**config.mk**
```make
export PLATFORM = sky130hd
export DESIGN_NAME = mem_port_arbiter_flat
export DESIGN_NICKNAME = d
export VERILOG_FILES = /design/src/rtl/mem_port_if.sv /design/src/rtl/mem_port_arbiter.sv /design/src/flat_wrapper.sv
export SDC_FILE = /design/constraint.sdc
export NUM_CORES = 1
export LEC_CHECK = 0
export ABC_AREA = 1
export ABC_CLOCK_PERIOD_IN_PS = 2800
export CORE_MARGIN = 5
export CORE_UTILIZATION = 35
export DETAILED_ROUTE_END_ITERATION = 10
export GPL_TIMING_DRIVEN = 0
export HOLD_SLACK_MARGIN = 0.05
export PLACE_DENSITY = 0.75
export SLEW_MARGIN = 20
export SYNTH_ARGS = -nofsm -noshare
export SYNTH_HDL_FRONTEND = slang
export SYNTH_SLANG_ARGS = --single-unit
```
**constraint.sdc**
```tcl
create_clock -name clk -period 2.8 [get_ports clk]
set_input_delay 0.7 -clock clk [delete_from_list [all_inputs] [get_ports clk]]
set_output_delay 0.7 -clock clk [all_outputs]
set_load 0.05 [all_outputs]
```
**src/rtl/mem_port_if.sv**
```systemverilog
// Requester-side bus of mem_port_arbiter: per-requester request/address/data in, one-hot grant/completion out.
//
// Handshake: req[i] is held high until gnt[i] pulses for one cycle, which means the request was latched.
// rvalid[i] later pulses for one cycle and marks the completion; for reads, rdata is valid in that cycle.
interface mem_port_if #(
  parameter int AW = 8,
  parameter int DW = 8
);
  logic [2:0]    req;
  logic [2:0]    we;
  logic [AW-1:0] addr0;
  logic [AW-1:0] addr1;
  logic [AW-1:0] addr2;
  logic [DW-1:0] wdata0;
  logic [DW-1:0] wdata1;
  logic [DW-1:0] wdata2;
  logic [2:0]    gnt;
  logic [2:0]    rvalid;
  logic [DW-1:0] rdata;

  modport master (
    output req, we, addr0, addr1, addr2, wdata0, wdata1, wdata2,
    input  gnt, rvalid, rdata
  );

  modport slave (
    input  req, we, addr0, addr1, addr2, wdata0, wdata1, wdata2,
    output gnt, rvalid, rdata
  );
endinterface

```
**src/rtl/mem_port_arbiter.sv**
```systemverilog
// Shares one single-port RAM between fetch (0), data (1) and debug loader (2), one transaction at a time.
// Define ARB_ROUND_ROBIN_EN for round-robin arbitration; otherwise fixed priority debug > fetch > data.
module mem_port_arbiter #(
  parameter int AW      = 8,
  parameter int DW      = 8,
  parameter int RAM_LAT = 1
) (
  input  logic          clk,
  input  logic          rst_n,
  mem_port_if.slave     bus,
  output logic [AW-1:0] mem_addr,
  output logic          mem_wren,
  output logic [DW-1:0] mem_data,
  input  logic [DW-1:0] mem_q,
  output logic          busy,
  output logic [1:0]    owner,
  output logic [1:0]    state_dbg
);
  typedef enum logic [1:0] {IDLE = 2'd0, ISSUE = 2'd1, WAIT = 2'd2, DONE = 2'd3} state_t;

  localparam logic [1:0] LAST_WAIT = 2'(RAM_LAT - 1);

  state_t        state, state_n;
  logic [1:0]    wait_cnt;
  logic          we_lat;
  logic [DW-1:0] rdata_q;
  logic [1:0]    win;
  logic          win_vld;
  logic          take;
  logic [AW-1:0] win_addr;
  logic [DW-1:0] win_wdata;

`ifdef ARB_ROUND_ROBIN_EN
  logic [1:0] rr_ptr, c0, c1, c2;

  // Search order starts one past the last granted requester.
  always_comb begin
    c0 = 2'd1;
    c1 = 2'd2;
    c2 = 2'd0;
    case (rr_ptr)
      2'd1:    begin c0 = 2'd2; c1 = 2'd0; c2 = 2'd1; end
      2'd2:    begin c0 = 2'd0; c1 = 2'd1; c2 = 2'd2; end
      default: ;
    endcase
    win = c2;
    if (bus.req[c0])      win = c0;
    else if (bus.req[c1]) win = c1;
  end

  always_ff @(posedge clk or negedge rst_n) begin
    if (!rst_n)              rr_ptr <= 2'd0;
    else if (state == ISSUE) rr_ptr <= owner;
  end
`else
  always_comb begin
    win = 2'd1;
    if (bus.req[2])      win = 2'd2;
    else if (bus.req[0]) win = 2'd0;
  end
`endif

  assign win_vld = |bus.req;

  always_comb begin
    win_addr  = bus.addr2;
    win_wdata = bus.wdata2;
    case (win)
      2'd0:    begin win_addr = bus.addr0; win_wdata = bus.wdata0; end
      2'd1:    begin win_addr = bus.addr1; win_wdata = bus.wdata1; end
      default: ;
    endcase
  end

  always_ff @(posedge clk or negedge rst_n) begin
    if (!rst_n) state <= IDLE;
    else        state <= state_n;
  end

  // Arbitration happens in IDLE and DONE, so a held request can follow DONE straight into ISSUE.
  always_comb begin
    state_n = state;
    take    = 1'b0;
    case (state)
      IDLE:  if (win_vld) begin state_n = ISSUE; take = 1'b1; end
      ISSUE: state_n = WAIT;
      WAIT:  if (wait_cnt == LAST_WAIT) state_n = DONE;
      DONE:  begin take = win_vld; state_n = win_vld ? ISSUE : IDLE; end
      default: state_n = IDLE;
    endcase
  end

  always_ff @(posedge clk or negedge rst_n) begin
    if (!rst_n) begin
      owner    <= 2'd0;
      we_lat   <= 1'b0;
      mem_addr <= '0;
      mem_data <= '0;
      mem_wren <= 1'b0;
      wait_cnt <= 2'd0;
      rdata_q  <= '0;
    end else begin
      // The RAM-side registers load on the arbitration edge so they are stable throughout ISSUE.
      if (take) begin
        owner    <= win;
        we_lat   <= bus.we[win];
        mem_addr <= win_addr;
        mem_data <= win_wdata;
        mem_wren <= bus.we[win];
      end else begin
        mem_wren <= 1'b0;
      end
      if (state == ISSUE)     wait_cnt <= 2'd0;
      else if (state == WAIT) wait_cnt <= wait_cnt + 2'd1;
      if (state == WAIT && wait_cnt == LAST_WAIT && !we_lat) rdata_q <= mem_q;
    end
  end

  assign bus.gnt    = (state == ISSUE) ? (3'b001 << owner) : 3'b000;
  assign bus.rvalid = (state == DONE)  ? (3'b001 << owner) : 3'b000;
  assign bus.rdata  = rdata_q;
  assign busy       = (state != IDLE);
  assign state_dbg  = state;
endmodule
```
**src/flat_wrapper.sv**
```systemverilog
// flat-port wrapper written by rule: the top's interface ports become plain ports
module mem_port_arbiter_flat 
#(
  parameter int AW      = 8,
  parameter int DW      = 8,
  parameter int RAM_LAT = 1
)
  (clk, rst_n, mem_addr, mem_wren, mem_data, mem_q, busy, owner, state_dbg, bus_req, bus_we, bus_addr0, bus_addr1, bus_addr2, bus_wdata0, bus_wdata1, bus_wdata2, bus_gnt, bus_rvalid, bus_rdata);
  mem_port_if #(.AW(AW), .DW(DW)) bus_i ();
  input  logic clk;
  input  logic rst_n;
  output logic [AW-1:0] mem_addr;
  output logic mem_wren;
  output logic [DW-1:0] mem_data;
  input  logic [DW-1:0] mem_q;
  output logic busy;
  output logic [1:0] owner;
  output logic [1:0] state_dbg;
  input wire logic [$bits(bus_i.req)-1:0] bus_req;
  input wire logic [$bits(bus_i.we)-1:0] bus_we;
  input wire logic [$bits(bus_i.addr0)-1:0] bus_addr0;
  input wire logic [$bits(bus_i.addr1)-1:0] bus_addr1;
  input wire logic [$bits(bus_i.addr2)-1:0] bus_addr2;
  input wire logic [$bits(bus_i.wdata0)-1:0] bus_wdata0;
  input wire logic [$bits(bus_i.wdata1)-1:0] bus_wdata1;
  input wire logic [$bits(bus_i.wdata2)-1:0] bus_wdata2;
  output wire logic [$bits(bus_i.gnt)-1:0] bus_gnt;
  output wire logic [$bits(bus_i.rvalid)-1:0] bus_rvalid;
  output wire logic [$bits(bus_i.rdata)-1:0] bus_rdata;
  assign bus_i.req = bus_req;
  assign bus_i.we = bus_we;
  assign bus_i.addr0 = bus_addr0;
  assign bus_i.addr1 = bus_addr1;
  assign bus_i.addr2 = bus_addr2;
  assign bus_i.wdata0 = bus_wdata0;
  assign bus_i.wdata1 = bus_wdata1;
  assign bus_i.wdata2 = bus_wdata2;
  assign bus_gnt = bus_i.gnt;
  assign bus_rvalid = bus_i.rvalid;
  assign bus_rdata = bus_i.rdata;
  mem_port_arbiter #(.AW(AW), .DW(DW), .RAM_LAT(RAM_LAT)) u_core (.clk(clk), .rst_n(rst_n), .bus(bus_i), .mem_addr(mem_addr), .mem_wren(mem_wren), .mem_data(mem_data), .mem_q(mem_q), .busy(busy), .owner(owner), .state_dbg(state_dbg));
endmodule
```
# Word-level counts from Yosys, hierarchy flattened
# Index checks and enable logic that the tools add are counted.
totals:
  regBits: 32
  latch_bits: 0
  ramBits: 0
  rom_bits: 0
  inputBits: 64
  word_cells: 44
  memories: 0
op_classes:
  addsub: 1
  mul: 0
  div: 0
  magnitude_cmp: 1
  n_eq_ne: 6
  shifts: 1
  n_mux: 17
  n_bitwise: 0
  n_reduce_logical: 10
op_table:
  columns: ["cell", "n"]
  rows:
  - ["one-hot mux 8 bit (2 select lines)", 2]
  - ["2-to-1 mux 2 bit", 5]
  - ["one-hot mux 2 bit (4 select lines)", 1]
  - ["logical NOT 2 bit", 3]
  - ["2-to-1 mux 3 bit", 2]
  - ["2-to-1 mux 1 bit", 5]
  - ["== test 2 x 1 -> 1 bit (second input constant)", 2]
  - ["== test 2 bit (second input constant)", 2]
  - ["!= test 2 x 1 -> 1 bit (second input constant)", 2]
  - ["nonzero test 2 bit", 2]
  - ["< comparator 2 x 3 -> 1 bit (second input constant)", 1]
  - ["OR reduction 3 bit", 1]
  - ["<< shifter 1 x 2 -> 3 bit (first input constant)", 1]
  - ["adder 2 x 1 -> 2 bit (second input constant)", 1]
  - ["binary-select mux 1 bit (select 2 bit)", 1]
  - ["logical AND 1 bit", 2]
  - ["one-hot mux 1 bit (2 select lines)", 1]
  - ["AND reduction 2 bit", 1]
  - ["logical NOT 1 bit", 1]

# Longest topological paths before layout
logic_depth:
  word_depth: 5
  ltp_mapped: 8
  mapped_depth_nobuf: 7

# Worst setup path before layout
# Ideal clock, no wire load.
synth_path:
  path_type: "reg-to-output"
  startpoint: "reg u_core.state[1] (netlist: u_core.state_dbg[1])"
  endpoint: "out bus_gnt[0]"
  arrival_time_ns: 2.042
  required_ns: 2.100
  slack_ns: 0.058
  path_stages_with_launch: 5
  path_buffers: 0
  cell_sequence: "dfrtp_1 -> inv_1 -> ha_1 -> inv_1 -> nor3_1"
synth_via:
  elab_chain_cells: 2
synth_rtl:
  columns: ["item", "line", "source"]
  rows:
  - ["from (decl)", "mem_port_arbiter.sv:23", "state_t state, state_n;"]
  - ["from (signal assigned)", "mem_port_arbiter.sv:77", "else state <= state_n;"]
  - ["== test 2 x 1 -> 1 bit", "mem_port_arbiter.sv:119", "assign bus.gnt = (state == ISSUE) ? (3'b001 << owner) : 3'b000;"]
  - ["2-to-1 mux 3 bit", "mem_port_arbiter.sv:119", null]
  - ["to (decl)", "flat_wrapper.sv:27", "output wire logic [$bits(bus_i.gnt)-1:0] bus_gnt;"]
# No other way between the ends.

# Final worst setup path
layout_path:
  startpoint: "reg u_core.state[0] (netlist: u_core.state_dbg[0])"
  endpoint: "out bus_rvalid[1]"
layout_via:
  elab_chain_cells: 2
layout_rtl:
  columns: ["item", "line", "source"]
  rows:
  - ["== test 2 bit", "mem_port_arbiter.sv:120", "assign bus.rvalid = (state == DONE) ? (3'b001 << owner) : 3'b000;"]
  - ["2-to-1 mux 3 bit", "mem_port_arbiter.sv:120", null]
  - ["to (decl)", "flat_wrapper.sv:28", "output wire logic [$bits(bus_i.rvalid)-1:0] bus_rvalid;"]
# No other way between the ends.

==> summary.md <==
| Metric | Value |
|---|---|
| Type of the setup path with the least slack | `register to output port` |
| Slew Viols, Final | `0` |
| Maximum clock path buffer count | `2` |
| Share of synthesized flip-flops with an asynchronous set or reset | `100%` |
| Leak Pwr | `0.00147 uW` |
| Crit start category | `register` |
| Total of flip-flops plus latches after synthesis | `32` |
| Normalized max-slew margin | `52.4%` |
| Crit path required time | `2100 ps` |
| Total power divided by cell area | `1190 nW/um^2` |
| Area of the core | `4790 sq um` |
| Maximum fanout along the worst path | `6` |
| Pre-antenna DRT Iters | `4` |
| Layout cell share with drive strength beyond 1 | `5.85%` |
| Hold_buf cts | `0` |
| Largest net degree at the start of global routing | `33` |
| Global-route wire length before repair | `8.54 mm` |
| Cells traversed along the worst timing path | `ha_1 > inv_1 > nor3_1 > clkdlybuf4s50_1` |
| FILL cells | `452` |
| Syn-to-layout area delta | `66.9%` |
| Clock root buffer master | `sky130_fd_sc_hd__clkbuf_8` |
| Synthesized net count | `305` |
| Final Routed Wirelength | `5.21 mm` |
| # nets final | `411` |
| Top library cells by usage in the layout, fill and taps aside | `sky130_fd_sc_hd__nand2_1 (126), sky130_fd_sc_hd__clkdlybuf4s50_1 (94), sky130_fd_sc_hd__dfrtp_1 (32)` |
| Worst setup slack after layout | `152 ps` |
| Most common cell after layout, fill and taps aside | `sky130_fd_sc_hd__nand2_1` |
| Htree depth | `2` |
| Detailed-route vias per instance | `4.52` |
| Number of unique standard cell types used by synthesis | `19` |
| RSZ-0062 raised after global routing | `false` |
| Routability congestion estimate from global placement | `0.771` |
| Post-CTS Setup Repair Bufs | `0` |
| Period minus WS final | `2650 ps` |
| Transition time at the pin with the least slew margin | `713 ps` |
| Number of instances in the placed design | `401` |
| Final Cell Area | `2920 sq um` |
| Area enclosed by the die boundary | `6510 sq um` |
| CTS resizes | `0` |
| Kind of end point of the critical path | `output port` |
| Most common flop cell mapped by yosys | `sky130_fd_sc_hd__dfrtp_1` |
| Horizontal die dimension | `80.7 um` |
| Maxcap violations | `0` |
| Class of the tightest hold or removal check | `primary input to asynchronous set/reset pin` |
| Largest vdd supply drop | `0.454 mV` |
| Crit path max-delay cell type | `sky130_fd_sc_hd__clkdlybuf4s50_1` |
| Placement Setup Slack | `323 ps` |
| WP depth | `4` |
| Crit path buffers/inverters | `2` |
| Post-detailed-route count of antenna-violating nets | `0` |
| CTS tree | `built` |
| Cells after Synth | `235` |
| Mean instance size in the synthesized netlist | `7.44 sq um` |
| Number of diodes added for antenna fixing | `0` |
| Global routing usage summed across all routing layers | `17.1%` |
| Period utilization | `94.6%` |
| Number of top-level pins | `100` |
| Peak clock frequency supported by timing | `0.378 GHz` |
| Crit-path max cell delay | `830 ps` |
| Final std cells w/o fill | `409` |
| Number of cell rows | `25` |
| Slack of the worst reg-to-reg path | `1140 ps` |
| Post-Route Skew | `4.29 ps` |
| Finish-stage setup viols | `0` |
| Iter 0 DRT Violations | `60` |
| Worst path top cell family by delay | `buffers and inverters` |
| Count of buffers from port buffering | `99` |
| Routed WL per cell | `12.7 um` |
| Run status | `finished, final reports clean` |
| Number of hold violations in the final report | `0` |
| Initial antenna violation count | `0` |
| Routed vias | `1849` |
| Sinks on the clock net | `32` |
| Post-DP HPWL | `4.01 mm` |
| Setup TNS | `0 ps` |
| Clock slew at the register clock pins of the worst setup and hold paths | `70 ps` |
| Cell Area, Placed | `2820 sq um` |
| Effective utilization at floorplan | `36.5%` |
| Sequential cell area fraction in the yosys report | `45.8%` |
| Number of cells on the worst reg-to-reg path | `8` |
| Worst EP arrival | `1950 ps` |
| Post-synth EDFFs | `0` |
| GRT Residual Overflow | `0` |
| Height of the die | `80.7 um` |
| Synthesis warning total | `0` |
| Via count of the first global-routing pass | `1860` |
| Drc violations | `0` |
| Cell area after synthesis | `1750 sq um` |
| CTS Buf Count | `5` |
| Clock latency at the later pin of the worst-skew pair | `280 ps` |
[worst paths after layout]
kind                                       end           startpoint
hold reg to reg            u_core.bus.rdata[6]  u_core.bus.rdata[6]
hold / removal             u_core.state_dbg[0]                rst_n
max in group asynchronous   u_core.mem_addr[5]                rst_n
setup reg to reg            u_core.mem_data[5]  u_core.state_dbg[0]
min in group clk           u_core.bus.rdata[6]  u_core.bus.rdata[6]
setup / recovery                 bus_rvalid[1]  u_core.state_dbg[0]
[report_power, final]
part / switching, uW / internal (uW) / total, uW
Clock: 163 / 200 / 363
Combinational: 1520 / 750 / 2270
Sequential: 142 / 699 / 841
Total: 1820 / 1650 / 3470
[cell usage after synthesis (2+ instances only)]
cell type / count / area (sq um)
sky130_fd_sc_hd__nand2_1: 126 / 473
sky130_fd_sc_hd__ha_1: 6 / 75.1
sky130_fd_sc_hd__buf_6: 3 / 33.8
sky130_fd_sc_hd__o21ai_0: 4 / 20.0
sky130_fd_sc_hd__dfrtp_1: 32 / 801
sky130_fd_sc_hd__buf_4: 3 / 22.5
sky130_fd_sc_hd__inv_1: 14 / 52.6
sky130_fd_sc_hd__nand3_1: 29 / 145
sky130_fd_sc_hd__nor2_1: 2 / 7.51
sky130_fd_sc_hd__nor2_2: 2 / 12.5
sky130_fd_sc_hd__nor3_1: 6 / 30.0
[kinds of logic after synthesis]
kind of cell / after synthesis / synth area share, %
simple gates: 168 / 40.4
flops: 32 / 45.8
fa+ha+maj: 6 / 4.29
compound gates: 6 / 1.86
buf+inv: 23 / 7.66
[registers in the layout, indices dropped and copies added, names as in the netlist]
signal	flops
u_core.mem_addr	8
u_core.mem_wren	1
u_core.state_dbg	2
u_core.we_lat	1
u_core.mem_data	8
u_core.owner	2
u_core.bus.rdata	8
u_core.wait_cnt	2
[area by class of cell]
class,instances,area [sq um],area share [%]
repair buffers,99,996,34.1
flip-flops and latches,32,801,27.4
clock buffers,8,90.1,3.09
well taps,67,83.8,2.87
plain buffers,8,75.1,2.57
multi-input cells,180,813,27.9
inverters,15,58.8,2.02
[worst register-to-register path, stage by stage (launching register included)]
cell and delay (ps):
sky130_fd_sc_hd__dfrtp_1 440, sky130_fd_sc_hd__inv_1 110, sky130_fd_sc_hd__ha_1 370, sky130_fd_sc_hd__inv_1 150, sky130_fd_sc_hd__nand2_4 120, sky130_fd_sc_hd__inv_4 140
sky130_fd_sc_hd__buf_6 160, sky130_fd_sc_hd__nand2_1 60, sky130_fd_sc_hd__nand2_1 50
[per-stage QoR]
step	total power [uW]	utilization, %	hold WS, ps
after global placement	3100	59.0	453
final	3470	61.0	464
after global routing	3710	61.0	487
after CTS	3510	60.8	474
after detailed placement	3130	58.9	458
after floorplan	2350	-	404
[per-layer routing]
metal | wire length [um] | global-route usage, %
met3 | 605 | 6.95
met2 | 2510 | 29.9
met5 | 0 | 0
met4 | 57 | 4.73
met1 | 2050 | 19.1
(Power assumes the default switching activity.)
==> edit 1, RTL diff (same settings) <==
Register the output `state_dbg` once more, cleared by the reset; this adds one clock of latency there. The other outputs are not delayed to match.
--- a/src/rtl/mem_port_arbiter.sv
+++ b/src/rtl/mem_port_arbiter.sv
@@ -122,3 +122,9 @@
   assign busy       = (state != IDLE);
-  assign state_dbg  = state;
+  always_ff @(posedge clk or negedge rst_n) begin
+    if (!rst_n) begin
+      state_dbg <= '0;
+    end else begin
+      state_dbg <= state;
+    end
+  end
 endmodule
Behaviour: not the same (Yosys sat finds a counterexample within 4 cycles, from zero or initial values and one cycle with rst_n low).
==> edit 1 against the original RTL <==
Total power up 6.4%; worst setup slack better by 0.025 ns; synthesized area up 2.9%; critical path depth unchanged; largest power group unchanged; sequential cell count up 2; die area up 2.5%; cell count up 1.5%; non-clock buffer count up 1; wire length down 0.19%; combinational power about the same; critical path type unchanged; final area up 4.1%; core utilization down 0.74 points; fmax up 0.97%.
==> edit 1: results (changes against the original RTL) <==
| Metric | Value |
|---|---|
| DR vias/cell | 4.45 (was 4.52) |
| Setup Fix Bufs, Post-CTS | 0 (unchanged) |
| Outcome | finished clean (unchanged) |
| Placed Area | 2890 µm² (was 2820 µm²) |
| EDFF count, synth | 0 (unchanged) |
| Max FO, Critical Path | 6 (unchanged) |
| Htree depth | 2 (unchanged) |
| Detailed Place HPWL | 4030 µm (was 4010 µm) |
| Clk_lat worst skew | 0.29 ns |
| # port buffers | 99 (unchanged) |
| DR pass1 iterations | 4 (unchanged) |
| First-pass GRT wire length | 8330 µm (was 8540 µm) |
| CTS Root Cell | clkbuf_8 (unchanged) |
| Ys async rst share | 100% (unchanged) |
| Routability Congestion | 0.793 (was 0.771) |
| Setup slack, reg-to-reg | 1.12 ns (was 1.14 ns) |
| Syn Nets | 307 (was 305) |
| Worst rel slew slack | 65.3% (was 52.4%) |
| Via Count | 1846 (was 1849) |
| Crit-path max cell delay | 0.79 ns (was 0.83 ns) |
| Clock Tree Buf Depth | 2 (unchanged) |
| Hold WC Path Type | in2async (unchanged) |
| Hold WS | 0.216 ns (was 0.464 ns) |
| DP Worst Slack | 0.313 ns (was 0.323 ns) |
| Synth Flop Type | dfrtp_1 (unchanged) |
| Setup Skew | 0.00508 ns (was 0.00429 ns) |
| Placed insts | 407 (was 401) |
| GRT Total Usage | 16.3% (was 17.1%) |
| Tmin final | 2.62 ns (was 2.65 ns) |
| VDD IR max | 0.537 mV (was 0.454 mV) |
| Initial drt markers | 74 (was 60) |
| CP max-delay cell | clkdlybuf4s50_1 (unchanged) |
| Vias in the first global route | 1806 (was 1860) |
| Register area share after synthesis | 47.3% (was 45.8%) |
| Initial antenna violation count | 0 (unchanged) |
| Netlist cell types | 19 (unchanged) |
| Top post-synthesis cells by count | nand2_1, dfrtp_1, nand3_1 (unchanged) |
| Diode count | 0 (unchanged) |
| Switch share | 50.0% (was 52.5%) |
| Total wire length | 5200 µm (was 5210 µm) |
| Pin count of the biggest net entering global routing | 32 (was 33) |
| Synthesis warning total | 0 (unchanged) |
| Leak | 0.00154 µW (was 0.00147 µW) |
| Layout cell share with drive strength beyond 1 | 6.67% (was 5.85%) |
| Post-Syn Area per Cell | 7.59 µm² (was 7.44 µm²) |
| Synth top area cells | dfrtp_1, nand2_1, nand3_1 (unchanged) |
| TritonCTS Buffers | 5 (unchanged) |
| CTS clock-pin slew for the worst setup and hold paths | 0.07 ns (about the same) |
==> edit 1: cell types whose count changed after synthesis, sizes merged <==
cell and change:
dfrtp +2
==> edit 1: power groups by stage <==
stage	combinational (µW)	sequential, µW	clock (µW)
2_1_floorplan	809	1590	0
3_3_place_gp	2260	886	0
6_report	2270	886	543
3_5_place_dp	2290	892	0
4_1_cts	2300	888	555
5_1_grt	2440	921	582
==> edit 1: worst paths after layout <==
path | start | to | cells past startpoint
setup / recovery | u_core.state[0] | busy | 4
hold / removal | rst_n | u_core.state[0] | 1
setup reg to reg | u_core.state[0] | u_core.mem_addr[5] | 8
hold reg to reg | u_core.bus.rdata[4] | u_core.bus.rdata[4] | 2
max in group asynchronous | rst_n | u_core.mem_addr[7] | 2
min in group clk | u_core.bus.rdata[4] | u_core.bus.rdata[4] | 2
==> edit 1: worst max-delay path, delay by kind of cell, from the launching register on <==
family | cells | cell delay [ns]
DFF | 1 | 0.44
buffers and inverters | 3 | 0.97
adders and majority gates | 1 | 0.23
==> edit 1: layout make-up <==
type,count,area (µm²)
clock inverters,3,68.8
repair buffers,100,1010
multi-input cells,180,813
well taps,70,87.6
fillers,471,2010
inverters,15,58.8
clock buffers,5,68.8
plain buffers,8,75.1
flip-flops and latches,34,851
==> edit 1: metal layers <==
metal  track usage (%)  part of all wire, %
met1              18.9                   40
met2              28.6                   49
met3              6.14                  9.8
met4              3.49                 0.73
met5                 0                    0
==> edit 1: what timing repair did <==
action / in CTS / in global routing
gates resized for setup: 2 / 4
hold buffers: 0 / 0
endpoints found under the setup margin: 2 / 4
==> edit 1: kinds of logic after synthesis <==
| family | Yosys count | share of synthesized area [%] |
|---|---|---|
| fa+ha+maj | 6 | 4.18 |
| flops | 34 | 47.3 |
| simple gates | 168 | 39.2 |
| buf+inv | 23 | 7.45 |
| compound gates | 6 | 1.81 |
==> edit 1: metrics by stage <==
step | total power, µW | util, %
after floorplan | 2400 | -
after global placement | 3150 | 57.0
after detailed placement | 3180 | 57.3
after CTS | 3740 | 60.0
after global routing | 3950 | 60.2
final | 3690 | 60.2
==> edit 2, RTL diff (config.mk and constraints unchanged) <==
Made on the original files. `DW` is set to 8 in 3 places; all go to 6.
--- a/src/rtl/mem_port_if.sv
+++ b/src/rtl/mem_port_if.sv
@@ -6,3 +6,3 @@
   parameter int AW = 8,
-  parameter int DW = 8
+  parameter int DW = 6
 );
--- a/src/rtl/mem_port_arbiter.sv
+++ b/src/rtl/mem_port_arbiter.sv
@@ -4,3 +4,3 @@
   parameter int AW      = 8,
-  parameter int DW      = 8,
+  parameter int DW      = 6,
   parameter int RAM_LAT = 1
--- a/src/flat_wrapper.sv
+++ b/src/flat_wrapper.sv
@@ -4,3 +4,3 @@
   parameter int AW      = 8,
-  parameter int DW      = 8,
+  parameter int DW      = 6,
   parameter int RAM_LAT = 1
Interface: changed (6 resized); port bits go from 100 to 88. The function was not compared with the original's and may differ.
==> edit 2 against the original RTL <==
Via count shrank 12%; synthesized area down 10%; critical path depth stayed put; wire length decreased by 15%; cell count fell by 14%; sequential cell count is 4 lower; total power decreased by 13%; global-route usage decreased by 1.9 points; final area shrank 13%; worst setup slack got worse by 0.0052 ns; critical endpoint is now bus_rvalid[2]; non-clock buffer count decreased by 14; core utilization is 2.4 points lower.
==> edit 2: results (changes against the original RTL) <==
| Metric | Value |
|---|---|
| Total wire length | 4450 µm (was 5210 µm) |
| Tmin final | 2.65 ns (about the same) |
| VDD IR max | 0.437 mV (was 0.454 mV) |
| Outcome | finished clean (unchanged) |
| Placed Area | 2490 µm² (was 2820 µm²) |
| Layout cell share with drive strength beyond 1 | 5.67% (was 5.85%) |
| Initial drt markers | 72 (was 60) |
| TritonCTS Buffers | 3 (was 5) |
| DP Worst Slack | 0.344 ns (was 0.323 ns) |
| Pin count of the biggest net entering global routing | 29 (was 33) |
| DR vias/cell | 4.63 (was 4.52) |
| Hold WS | 0.431 ns (was 0.464 ns) |
| Syn Nets | 272 (was 305) |
| Register area share after synthesis | 44.7% (was 45.8%) |
| Setup Skew | 0.00253 ns (was 0.00429 ns) |
| GRT Total Usage | 15.2% (was 17.1%) |
| # port buffers | 86 (was 99) |
| Vias in the first global route | 1511 (was 1860) |
| Synth top area cells | dfrtp_1, nand2_1, nand3_1 (unchanged) |
| CTS clock-pin slew for the worst setup and hold paths | 0.10 ns (was 0.07 ns) |
| Leak | 0.00129 µW (was 0.00147 µW) |
| Routability Congestion | 0.755 (was 0.771) |
| Top post-synthesis cells by count | nand2_1, dfrtp_1, nand3_1 (unchanged) |
| Fillers | 427 (was 452) |
| Wirelength per Cell | 12.6 µm (was 12.7 µm) |
| Syn Inst Count | 210 (was 235) |
| Detailed Place HPWL | 3520 µm (was 4010 µm) |
| Tightest Pin Transition | 0.634 ns (was 0.713 ns) |
| Placed insts | 348 (was 401) |
| Total Nets Final | 363 (was 411) |
| First-pass GRT wire length | 7290 µm (was 8540 µm) |
edit 2: changes by cell type in the layout (fill, tap and decap cells not counted), moves of 2 or more:
cell             delta
clkbuf_1            -3
buf_4               -3
clkdlybuf4s50_1    -12
nand3_1             -4
dfrtp_1             -4
nor2_2              -2
clkbuf_8            -2
buf_2               +2
nand2_1            -16
edit 2: per-layer routing:
metal	vias to the layer above	GRT usage (%)	share of wire [%]
li1	835	-	-
met1	721	18.5	43
met2	71	25.3	46
met3	4	4.80	9.6
met4	0	4.72	1.2
met5	-	0	0
edit 2: cell type report:
type	count	area, µm²	share of cell area, %
timing repair buffer	86	863	33.8
clock buffer	4	55.1	2.16
buffer	7	58.8	2.31
tap	52	65.1	2.55
inverter	15	58.8	2.31
multi-input combinational	160	749	29.4
sequential	28	701	27.5
edit 2: power by group:
| group | switching [µW] | internal (µW) | total [µW] |
|---|---|---|---|
| Clock | 127 | 126 | 253 |
| Combinational | 1360 | 691 | 2050 |
| Sequential | 125 | 610 | 735 |
| Total | 1610 | 1430 | 3040 |
edit 2: cells by family after synthesis:
family | Yosys count | synth area share [%]
buffers and inverters | 22 | 7.50
adder cells (fa/ha/maj) | 6 | 4.79
flip-flops | 28 | 44.7
AO/OA/AOI/OAI | 6 | 2.07
AND/OR/NAND/NOR | 148 | 40.9
edit 2: final timing paths:
check                                          from                  end
worst min-delay path                          rst_n  u_core.state_dbg[0]
worst min register to register  u_core.bus.rdata[4]  u_core.bus.rdata[4]
worst max register to register  u_core.state_dbg[0]   u_core.mem_addr[4]
worst max-delay path            u_core.state_dbg[0]        bus_rvalid[2]
min in group clk                u_core.bus.rdata[4]  u_core.bus.rdata[4]
max in group asynchronous                     rst_n   u_core.mem_addr[5]
